### src/rtl/py_sched.sv
// Payload-phase sequencer: latches per-slot packet configuration, issues the
// payload start pulse after the packet header, gates the 1 us data strobe and
// reports completion or timeout of the payload phase.
module py_sched (
  input  logic        clk_6M,
  input  logic        rstz,
  input  logic        p_1us,
  input  logic        tx_req,
  input  logic        rx_req,
  input  logic        abort,
  input  logic        mpr,
  input  logic        ir,
  input  logic [3:0]  regi_packet_type,
  input  logic [9:0]  regi_payloadlen,
  input  logic        header_endp,
  input  logic        py_period,
  input  logic        dec_py_period,
  output logic        py_st_p,
  output logic        py_datvalid_p,
  output logic [3:0]  pk_type,
  output logic [12:0] pylenbit,
  output logic        crcencode,
  output logic        fec31encode,
  output logic        fec32encode,
  output logic        pk_encode,
  output logic        existpyheader,
  output logic        BRss,
  output logic        busy,
  output logic        done_p,
  output logic        err_timeout,
  output logic        len_clamped
);

  typedef enum logic [2:0] {StIdle, StWaitHdr, StStart, StActive, StDone} state_e;

  localparam logic [11:0] TimeoutUs = 12'd3000;

  state_e      state_q, state_d;
  logic [11:0] us_cnt_q, us_cnt_d;
  logic [3:0]  pk_type_q, pk_type_d;
  logic [12:0] pylen_q, pylen_d;
  logic        crc_q, crc_d;
  logic        fec31_q, fec31_d;
  logic        fec32_q, fec32_d;
  logic        pk_encode_q, pk_encode_d;
  logic        hdr_q, hdr_d;
  logic        brss_q, brss_d;
  logic        nopay_q, nopay_d;
  logic        err_q, err_d;
  logic        clamp_q, clamp_d;

  // Decoded view of the currently requested packet; only latched on a request.
  logic [3:0]  eff_type;
  logic [8:0]  max_bytes;
  logic [4:0]  hdr_bits;
  logic [7:0]  fixed_bits;
  logic        dec_crc, dec_fec31, dec_fec32, dec_fixed, dec_nopay, dec_clamp;
  logic [9:0]  len_eff;
  logic [12:0] dec_pylen;

  // Packet-type decode and payload bit-length computation.
  always_comb begin
    eff_type   = (mpr | ir) ? 4'h2 : regi_packet_type;
    max_bytes  = 9'd0;
    hdr_bits   = 5'd0;
    fixed_bits = 8'd0;
    dec_crc    = 1'b0;
    dec_fec31  = 1'b0;
    dec_fec32  = 1'b0;
    dec_fixed  = 1'b0;
    dec_nopay  = 1'b0;
    case (eff_type)
      4'h2: begin dec_fixed = 1'b1; fixed_bits = 8'd144; dec_crc = 1'b1; dec_fec32 = 1'b1; end
      4'h3: begin max_bytes = 9'd17;  hdr_bits = 5'd8;  dec_crc = 1'b1; dec_fec32 = 1'b1; end
      4'h4: begin max_bytes = 9'd27;  hdr_bits = 5'd8;  dec_crc = 1'b1; end
      4'h5: begin dec_fixed = 1'b1; fixed_bits = 8'd80;  dec_fec31 = 1'b1; end
      4'h6: begin dec_fixed = 1'b1; fixed_bits = 8'd160; dec_fec32 = 1'b1; end
      4'h7: begin dec_fixed = 1'b1; fixed_bits = 8'd240; end
      4'h9: begin max_bytes = 9'd29;  hdr_bits = 5'd8;  end
      4'hA: begin max_bytes = 9'd121; hdr_bits = 5'd16; dec_crc = 1'b1; dec_fec32 = 1'b1; end
      4'hB: begin max_bytes = 9'd183; hdr_bits = 5'd16; dec_crc = 1'b1; end
      4'hE: begin max_bytes = 9'd224; hdr_bits = 5'd16; dec_crc = 1'b1; dec_fec32 = 1'b1; end
      4'hF: begin max_bytes = 9'd339; hdr_bits = 5'd16; dec_crc = 1'b1; end
      // NULL, POLL and the undefined codes carry no payload.
      default: dec_nopay = 1'b1;
    endcase

    dec_clamp = ~dec_fixed & ~dec_nopay & (regi_payloadlen > {1'b0, max_bytes});
    len_eff   = dec_clamp ? {1'b0, max_bytes} : regi_payloadlen;
    if (dec_nopay) begin
      dec_pylen = 13'd0;
    end else if (dec_fixed) begin
      dec_pylen = {5'd0, fixed_bits};
    end else begin
      dec_pylen = {len_eff, 3'b000} + {8'd0, hdr_bits};
    end
  end

  // Sequencer next-state, timeout counting and single-cycle pulses.
  always_comb begin
    state_d     = state_q;
    us_cnt_d    = us_cnt_q;
    pk_type_d   = pk_type_q;
    pylen_d     = pylen_q;
    crc_d       = crc_q;
    fec31_d     = fec31_q;
    fec32_d     = fec32_q;
    pk_encode_d = pk_encode_q;
    hdr_d       = hdr_q;
    brss_d      = brss_q;
    nopay_d     = nopay_q;
    err_d       = err_q;
    clamp_d     = clamp_q;
    py_st_p     = 1'b0;
    done_p      = 1'b0;

    if (abort) begin
      // Abort beats every other event; configuration is left untouched.
      state_d = StIdle;
    end else begin
      case (state_q)
        StIdle: begin
          if (tx_req || rx_req) begin
            pk_type_d   = eff_type;
            pylen_d     = dec_pylen;
            crc_d       = dec_crc;
            fec31_d     = dec_fec31;
            fec32_d     = dec_fec32;
            pk_encode_d = tx_req;
            hdr_d       = (hdr_bits != 5'd0);
            brss_d      = (hdr_bits == 5'd8);
            nopay_d     = dec_nopay;
            err_d       = 1'b0;
            clamp_d     = dec_clamp;
            state_d     = StWaitHdr;
          end
        end
        StWaitHdr: begin
          if (header_endp) state_d = nopay_q ? StDone : StStart;
        end
        StStart: begin
          py_st_p  = 1'b1;
          us_cnt_d = 12'd0;
          state_d  = StActive;
        end
        StActive: begin
          if (!py_period && !dec_py_period) begin
            state_d = StDone;
          end else if (p_1us) begin
            if (us_cnt_q == TimeoutUs - 12'd1) begin
              err_d   = 1'b1;
              state_d = StDone;
            end else begin
              us_cnt_d = us_cnt_q + 12'd1;
            end
          end
        end
        StDone: begin
          done_p  = 1'b1;
          state_d = StIdle;
        end
        default: state_d = StIdle;
      endcase
    end
  end

  // State and configuration registers.
  always_ff @(posedge clk_6M or negedge rstz) begin
    if (!rstz) begin
      state_q     <= StIdle;
      us_cnt_q    <= 12'd0;
      pk_type_q   <= 4'd0;
      pylen_q     <= 13'd0;
      crc_q       <= 1'b0;
      fec31_q     <= 1'b0;
      fec32_q     <= 1'b0;
      pk_encode_q <= 1'b0;
      hdr_q       <= 1'b0;
      brss_q      <= 1'b0;
      nopay_q     <= 1'b0;
      err_q       <= 1'b0;
      clamp_q     <= 1'b0;
    end else begin
      state_q     <= state_d;
      us_cnt_q    <= us_cnt_d;
      pk_type_q   <= pk_type_d;
      pylen_q     <= pylen_d;
      crc_q       <= crc_d;
      fec31_q     <= fec31_d;
      fec32_q     <= fec32_d;
      pk_encode_q <= pk_encode_d;
      hdr_q       <= hdr_d;
      brss_q      <= brss_d;
      nopay_q     <= nopay_d;
      err_q       <= err_d;
      clamp_q     <= clamp_d;
    end
  end

  assign py_datvalid_p = p_1us & ((state_q == StStart) | (state_q == StActive));
  assign busy          = (state_q != StIdle);
  assign pk_type       = pk_type_q;
  assign pylenbit      = pylen_q;
  assign crcencode     = crc_q;
  assign fec31encode   = fec31_q;
  assign fec32encode   = fec32_q;
  assign pk_encode     = pk_encode_q;
  assign existpyheader = hdr_q;
  assign BRss          = brss_q;
  assign err_timeout   = err_q;
  assign len_clamped   = clamp_q;

endmodule

### config.mk
export PLATFORM = sky130hd
export DESIGN_NAME = py_sched
export DESIGN_NICKNAME = d
export VERILOG_FILES = /design/src/rtl/py_sched.sv
export SDC_FILE = /design/constraint.sdc
export NUM_CORES = 1
export LEC_CHECK = 0
export ABC_AREA = 1
export CORE_ASPECT_RATIO = 0.8
export CORE_MARGIN = 3
export CORE_UTILIZATION = 56
export CTS_CLUSTER_SIZE = 16
export DETAILED_ROUTE_END_ITERATION = 12
export PLACE_DENSITY = 0.95
export SLEW_MARGIN = 20
export SYNTH_ARGS = -nofsm -noshare
export SYNTH_HDL_FRONTEND = slang
export SYNTH_SLANG_ARGS = --single-unit
### constraint.sdc
create_clock -name clk_6M -period 3.15 [get_ports clk_6M]
set_input_delay 0.63 -clock clk_6M [delete_from_list [all_inputs] [get_ports clk_6M]]
set_output_delay 0.63 -clock clk_6M [all_outputs]
set_load 0.02 [all_outputs]
==> metrics.yaml, run 1 <==
outcome: "stopped before the end"
failing_step: "global routing (5_1_grt)"
error_line: "[ERROR GRT-0232] Routing congestion too high. Check the congestion heatmap in the GUI."
syn_avg_cell_area_um2: 7.17
synth_fa_ha_area_frac: 0.0619
synth_compound_area_frac: 0.115
htree_num_levels: 2
synth_seq_cells: 38
yosysMostFrequentCell: "nand2_1"
synth_top_cell_by_area: "dfrtp_1"
synth_top_family_by_area: "simple AND/OR/NAND/NOR gates"
synth_cells: 383
synth-xor-area-share: 0.00319
io_buffers: 50
die_h_um: 68.7
async_reset_ff_frac: 1.00
rows: 22
yosys-top-cells-count: "nand2_1, inv_1, dfrtp_1"
clock_path_buffers: 2
synth_simple_gate_area_frac: 0.372
die_x_um: 84.3
placed_area_um2: 3810
syn_area_um2: 2750
synth.area.top_cells: "dfrtp_1, nand2_1, inv_1"
grt_max_degree: 39
ctsHoldBuffers: 0
synth_top_area_share: 0.346
synthFlopType: "dfrtp_1"
synth_cell_types: 43
overflow: 22
place.gp.congestion: 0.915
worst_endpoint_kind: "register input"
synthMuxAreaShare: 0
synth_edf_count: 0
ios: 54
root_buffer: "clkbuf_8"
synth-seq-area-share: 0.346
numCtsBuffers: 5
yosysWarnings: 0
crit_endpoint: "pylenbit[11]$_DFFE_PN0P_/D"
cts.sinks: 38
hpwl_um: 6870
grt_use_total: 0.670
start_util: 0.591
[timing repair]
item / in CTS
pin swaps: 29
gates resized for setup: 66
hold endpoints to repair: 0
endpoints found under the setup margin: 10
buffers inserted: 17
[metrics by stage]
| stage | setup TNS (ns) | instances | setup WS, ns |
|---|---|---|---|
| 4_1_cts | -1.98 | 574 | -0.359 |
| 3_5_place_dp | -9.78 | 549 | -1.13 |
| 3_3_place_gp | -7.69 | 549 | -0.863 |
| 2_1_floorplan | -1.29 | 385 | -0.241 |
[routing by layer]
| metal | GRT usage | GRT overflow |
|---|---|---|
| met4 | 0.755 | 13 |
| met5 | 0.0364 | 0 |
| met3 | 0.507 | 0 |
| met2 | 0.892 | 9 |
| met1 | 0.625 | 0 |
[kinds of logic after synthesis]
family                     after synthesis
xor gates and xnor gates                 1
DFF                                     38
AOI/OAI and AO/OA                       54
adders and majority gates               13
other                                    1
buffers and inverters                   67
and+or+nand+nor                        209
==> inputs of run 2 (changes only) <==
Settings changed: CORE_ASPECT_RATIO 0.8 to not set, CORE_UTILIZATION 56 to 40, CTS_CLUSTER_SIZE 16 to not set, PLACE_DENSITY 0.95 to not set, PLACE_DENSITY_LB_ADDON set to 0.15.
==> metrics.yaml, run 2 <==
path_clk_slew_ns: 0.07
cpMostUsedCell: "nor2_4"
syn2layout_area_growth_pct: 59.2
worstPathRequired_ns: 3.33
drt_first_pass_iters: 4
dr_total_vias: 2955
path_buf_inv: 5
synth_top_area_share: 0.346
irDropWorstVdd_mv: 0.221
synthFlopType: "dfrtp_1"
synth-seq-area-share: 0.346
slew_viol_final: 0
grt_pass1_vias: 2932
overflow: 0
yosysMostFrequentCell: "nand2_1"
grt_pass1_wl_um: 13300
grt_use_total: 0.212
async_reset_ff_frac: 1.00
die_x_um: 88.9
cp_max_fo: 4
clock_path_buffers: 2
start_util: 0.423
layout-drive-gt1-share: 0.363
p_leak_nw: 2.09
final_nets: 561
skew_ns: 0.00814
multi_input_area_um2: 1820
io_buffers: 50
ios: 54
worstMarginPinSlew_ns: 0.851
finalHoldViolations: 0
hpwl_um: 5790
layoutNonFillerInstCount: 601
max_freq_mhz: 299
cp_slowest_cell: "fa_2"
coreArea_um2: 6490
htree_num_levels: 2
min_period_ns: 3.34
crit_family: "simple AND/OR/NAND/NOR gates"
rsz0062_at_grt: "yes"
cts.sinks: 38
ctsHoldBuffers: 0
reg2reg_slack_ns: 1.04
finalCritPeriodShare: 1.06
num_antenna_cells: 0
synth_top_cell_by_area: "dfrtp_1"
seqCellArea_um2: 951
worst_r2r_endpoint: "us_cnt_q[11]$_DFFE_PN0P_"
final_cell_mix: "buf_4, nand2_1, inv_1"
antenna_left: 0
drtIter0Drc: 94
final-setup-viol-count: 9
fin_tns_setup_ns: -1.25
fill_cells: 506
worst-r2r-cell-count: 12
antenna_found_initial: 0
crit_arrival_ns: 3.53
numCtsBuffers: 5
outcome: "finished, violations left"
synth_cell_types: 43
yosysWarnings: 0
syn_area_um2: 2750
critPathKind: "in -> reg"
hp-class: "in -> async"
cts_tree: "built"
root_buffer: "clkbuf_8"
drt-total-wl_um: 7950
regMostFlops: "us_cnt_q"
largest_register_ff_count: 12
setup_ws_ns: -0.193
synth_seq_cells: 38
worst_skew_pair.late_latency_ns: 0.29
syn_avg_cell_area_um2: 7.17
power_density_nw_per_um2: 535
die_area_um2: 7900
synth_edf_count: 0
grt_max_degree: 39
r2r-start: "us_cnt_q[0]$_DFFE_PN0P_"
cp-start-kind: "input port"
drv_cap: 0
rows: 29
place.gp.congestion: 0.883
yosys-top-cells-count: "nand2_1, inv_1, dfrtp_1"
die_h_um: 88.9
synth_cells: 383
violations: "setup timing"
synth.area.top_cells: "dfrtp_1, nand2_1, inv_1"
drc: 0
dp_cells: 567
cp_slowest_stage_delay_ns: 0.38
final_common_cell: "buf_4"
routedWlPerCell_um: 13.2
cp-end-kind: "flop"
avgViaCountPerCell: 4.92
relSlewSlack: 0.433
==> run 2: cell counts after synthesis <==
Identical to the previous run, type by type.
==> run 2: area by class of cell <==
class	instances	share of cell area
Multi-Input combinational cell	280	0.417
Timing Repair Buffer	137	0.269
Sequential cell	38	0.217
Inverter	61	0.0538
Tap cell	77	0.0220
Clock buffer	7	0.0197
Clock inverter	1	0.00114
==> run 2: logic make-up (layout without fill, tap and decap cells) <==
| group | Yosys count | in the layout | synth area share |
|---|---|---|---|
| AOI/OAI and AO/OA | 54 | 54 | 0.115 |
| xor gates and xnor gates | 1 | 1 | 0.00319 |
| adders and majority gates | 13 | 13 | 0.0619 |
| buffers and inverters | 67 | 206 | 0.0997 |
| DFF | 38 | 38 | 0.346 |
| other | 1 | 3 | 0.00136 |
| and+or+nand+nor | 209 | 209 | 0.373 |
==> run 2: layer usage <==
layer | share of wire | wire length, um | up-vias | track usage
met1 | 0.43 | 3420 | 1364 | 0.257
met5 | 0 | 0 | - | 0
li1 | - | - | 1518 | -
met4 | 0.023 | 183 | 0 | 0.0632
met3 | 0.032 | 255 | 18 | 0.0242
met2 | 0.52 | 4100 | 55 | 0.391
==> run 2: what timing repair did <==
| item | in CTS | in global routing |
|---|---|---|
| gates cloned | 0 | 0 |
| setup endpoints to repair | 10 | 9 |
| setup buffers | 20 | 6 |
| resized for setup | 61 | 21 |
| pin swaps | 36 | 23 |
==> run 2: worst max path at each step <==
stage / to / from / depth (start not counted)
floorplan: pylenbit[11]$_DFFE_PN0P_ / regi_packet_type[1] / 27
global placement: pylenbit[7]$_DFFE_PN0P_ / mpr / 28
detailed placement: pylenbit[7]$_DFFE_PN0P_ / mpr / 28
CTS: pylenbit[7]$_DFFE_PN0P_ / ir / 28
global route: pylenbit[7]$_DFFE_PN0P_ / mpr / 28
finish: pylenbit[11]$_DFFE_PN0P_ / mpr / 27
==> run 2: power by group <==
part / total [mW] / switching, mW / internal [mW] / leakage [nW]
registers: 0.804 / 0.133 / 0.671 / 0.496
logic: 1.19 / 0.659 / 0.532 / 1.55
clock network: 0.343 / 0.167 / 0.177 / 0.0482
==> run 2: per-stage QoR <==
stage	cell area, um2	power (mW)	setup slack (ns)	hold WS, ns	utilization
2_1_floorplan	2830	1.43	-0.241	0.334	-
3_3_place_gp	3830	1.93	-0.967	0.462	0.590
3_5_place_dp	3830	1.95	-1.05	0.463	0.590
4_1_cts	4220	2.33	-0.175	0.471	0.650
5_1_grt	4370	2.51	-0.434	0.510	0.673
6_report	4370	2.34	-0.193	0.448	0.673
(Power assumes the default switching activity.)
==> inputs of run 3 (changes only) <==
Settings changed: SETUP_SLACK_MARGIN set to 0.15.
==> metrics.yaml, run 3 (synthesis results as in run 2) <==
cts_tree: "built"
overflow: 0
final_common_cell: "nand2_1"
layoutNonFillerInstCount: 597
final-setup-viol-count: 9
cts.sinks: 38
min_period_ns: 3.34
grt_max_degree: 39
hp-class: "in -> async"
drt_first_pass_iters: 4
clock_path_buffers: 2
antenna_left: 0
path_clk_slew_ns: 0.07
numCtsBuffers: 5
crit_arrival_ns: 3.51
p_seq_frac: 0.348
io_buffers: 50
ios: 54
drt-total-wl_um: 7970
p_switching_mw: 0.940
start_util: 0.423
drtIter0Drc: 82
num_antenna_cells: 0
design_area_um2: 4320
grt_pass1_wl_um: 12300
violations: "setup timing"
cp_max_fo: 5
drv_cap: 0
dp_cells: 567
internal_power_mw: 1.36
die_x_um: 88.9
p_clk_frac: 0.133
swShare: 0.409
relSlewSlack: 0.446
setup_ws_ns: -0.189
worstMarginPinSlew_ns: 0.830
grt_use_total: 0.197
outcome: "finished, violations left"
place.gp.congestion: 0.884
total_power_mw: 2.30
regMostFlops: "us_cnt_q"
htree_num_levels: 2
power_density_nw_per_um2: 532
fill_cells: 523
p_comb_frac: 0.518
skew_ns: 0.00808
worstPathRequired_ns: 3.32
final_nets: 558
worst_skew_pair.late_latency_ns: 0.28
die_h_um: 88.9
cp-end-kind: "flop"
die_area_um2: 7900
rows: 29
placed_area_um2: 3830
final_cell_mix: "nand2_1, buf_4, inv_1"
finalHoldViolations: 0
p_leak_nw: 2.08
finalCritPeriodShare: 1.06
grt_pass1_vias: 2778
hold_ws_ns: 0.447
routedWlPerCell_um: 13.3
root_buffer: "clkbuf_8"
layout-drive-gt1-share: 0.344
cp-start-kind: "input port"
ctsHoldBuffers: 0
largest_register_ff_count: 12
hpwl_um: 5550
dr_total_vias: 2960
worst-r2r-cell-count: 12
coreArea_um2: 6490
syn2layout_area_growth_pct: 57.2
rsz0062_at_grt: "yes"
drc: 0
slew_viol_final: 0
avgViaCountPerCell: 4.96
antenna_found_initial: 0
max_freq_mhz: 300
critPathKind: "in -> reg"
irDropWorstVdd_mv: 0.249
[run 3: what timing repair did]
item / 4_1_cts / 5_1_grt
pin swaps: 28 / 12
buffers inserted: 12 / 11
gates resized for setup: 67 / 16
setup endpoints to repair: 11 / 9
[run 3: cell type report]
cell class	count	area, um2	area share
multi-input cells	280	1810	0.418
repair buffers	134	1150	0.267
flip-flops and latches	38	951	0.220
inverters	61	238	0.0550
well taps	77	96.3	0.0223
clock buffers	7	76.3	0.0177
[run 3: per-layer routing]
metal  vias to the layer above  part of all wire  GRT usage
met3                        15             0.034     0.0298
met2                        67              0.51      0.362
met5                         -                 0          0
li1                       1512                 -          -
met4                         0             0.022     0.0591
met1                      1366              0.43      0.235
[run 3: critical path, cell delays in order]
cell and delay, ns:
buf_8 0.11, nor2_8 0.16, nand2_4 0.08, nor2_4 0.18, buf_6 0.13, nand2_2 0.06
nand2_2 0.09, nor2_4 0.06, ha_4 0.25, nand2_2 0.05, nor2_2 0.11, nand2_1 0.07
nor2_2 0.13, nor2_4 0.07, nand3_4 0.09, inv_4 0.05, nand2_4 0.05, o21ai_2 0.05
inv_1 0.05, ha_2 0.17, inv_2 0.04, fa_2 0.36, nor2_4 0.14, nand3_2 0.10
nand2_1 0.07, o21ai_1 0.06, nand2_1 0.06, nand2_1 0.04
[run 3: per-stage QoR]
step	setup WS (ns)	utilization	setup TNS [ns]
CTS	-0.106	0.640	-0.519
global route	-0.379	0.665	-2.93
detailed placement	-1.02	0.590	-9.33
finish	-0.189	0.665	-1.20
floorplan	-0.241	-	-1.29
global placement	-0.969	0.590	-8.74
[run 3: path summary, 6_finish.rpt]
check / from / endpoint / slack (ns)
max in group asynchronous: rstz / existpyheader$_DFFE_PN0P_ / 2.18
min in group clk_6M: pylenbit[9]$_DFFE_PN0P_ / pylenbit[9]$_DFFE_PN0P_ / 0.48
worst min-delay path: rstz / pk_type[3]$_DFFE_PN0P_ / 0.45
worst max register to register: us_cnt_q[0]$_DFFE_PN0P_ / us_cnt_q[11]$_DFFE_PN0P_ / 1.09
worst min register to register: pylenbit[9]$_DFFE_PN0P_ / pylenbit[9]$_DFFE_PN0P_ / 0.48
worst max-delay path: ir / pylenbit[11]$_DFFE_PN0P_ / -0.19
[run 3: power groups by stage]
| stage | Clock (mW) | Combinational (mW) | Sequential (mW) |
|---|---|---|---|
| 6_report | 0.307 | 1.19 | 0.800 |
| 5_1_grt | 0.336 | 1.30 | 0.826 |
| 4_1_cts | 0.318 | 1.17 | 0.801 |
| 3_5_place_dp | 0 | 1.14 | 0.807 |
| 3_3_place_gp | 0 | 1.12 | 0.805 |
| 2_1_floorplan | 0 | 0.496 | 0.932 |
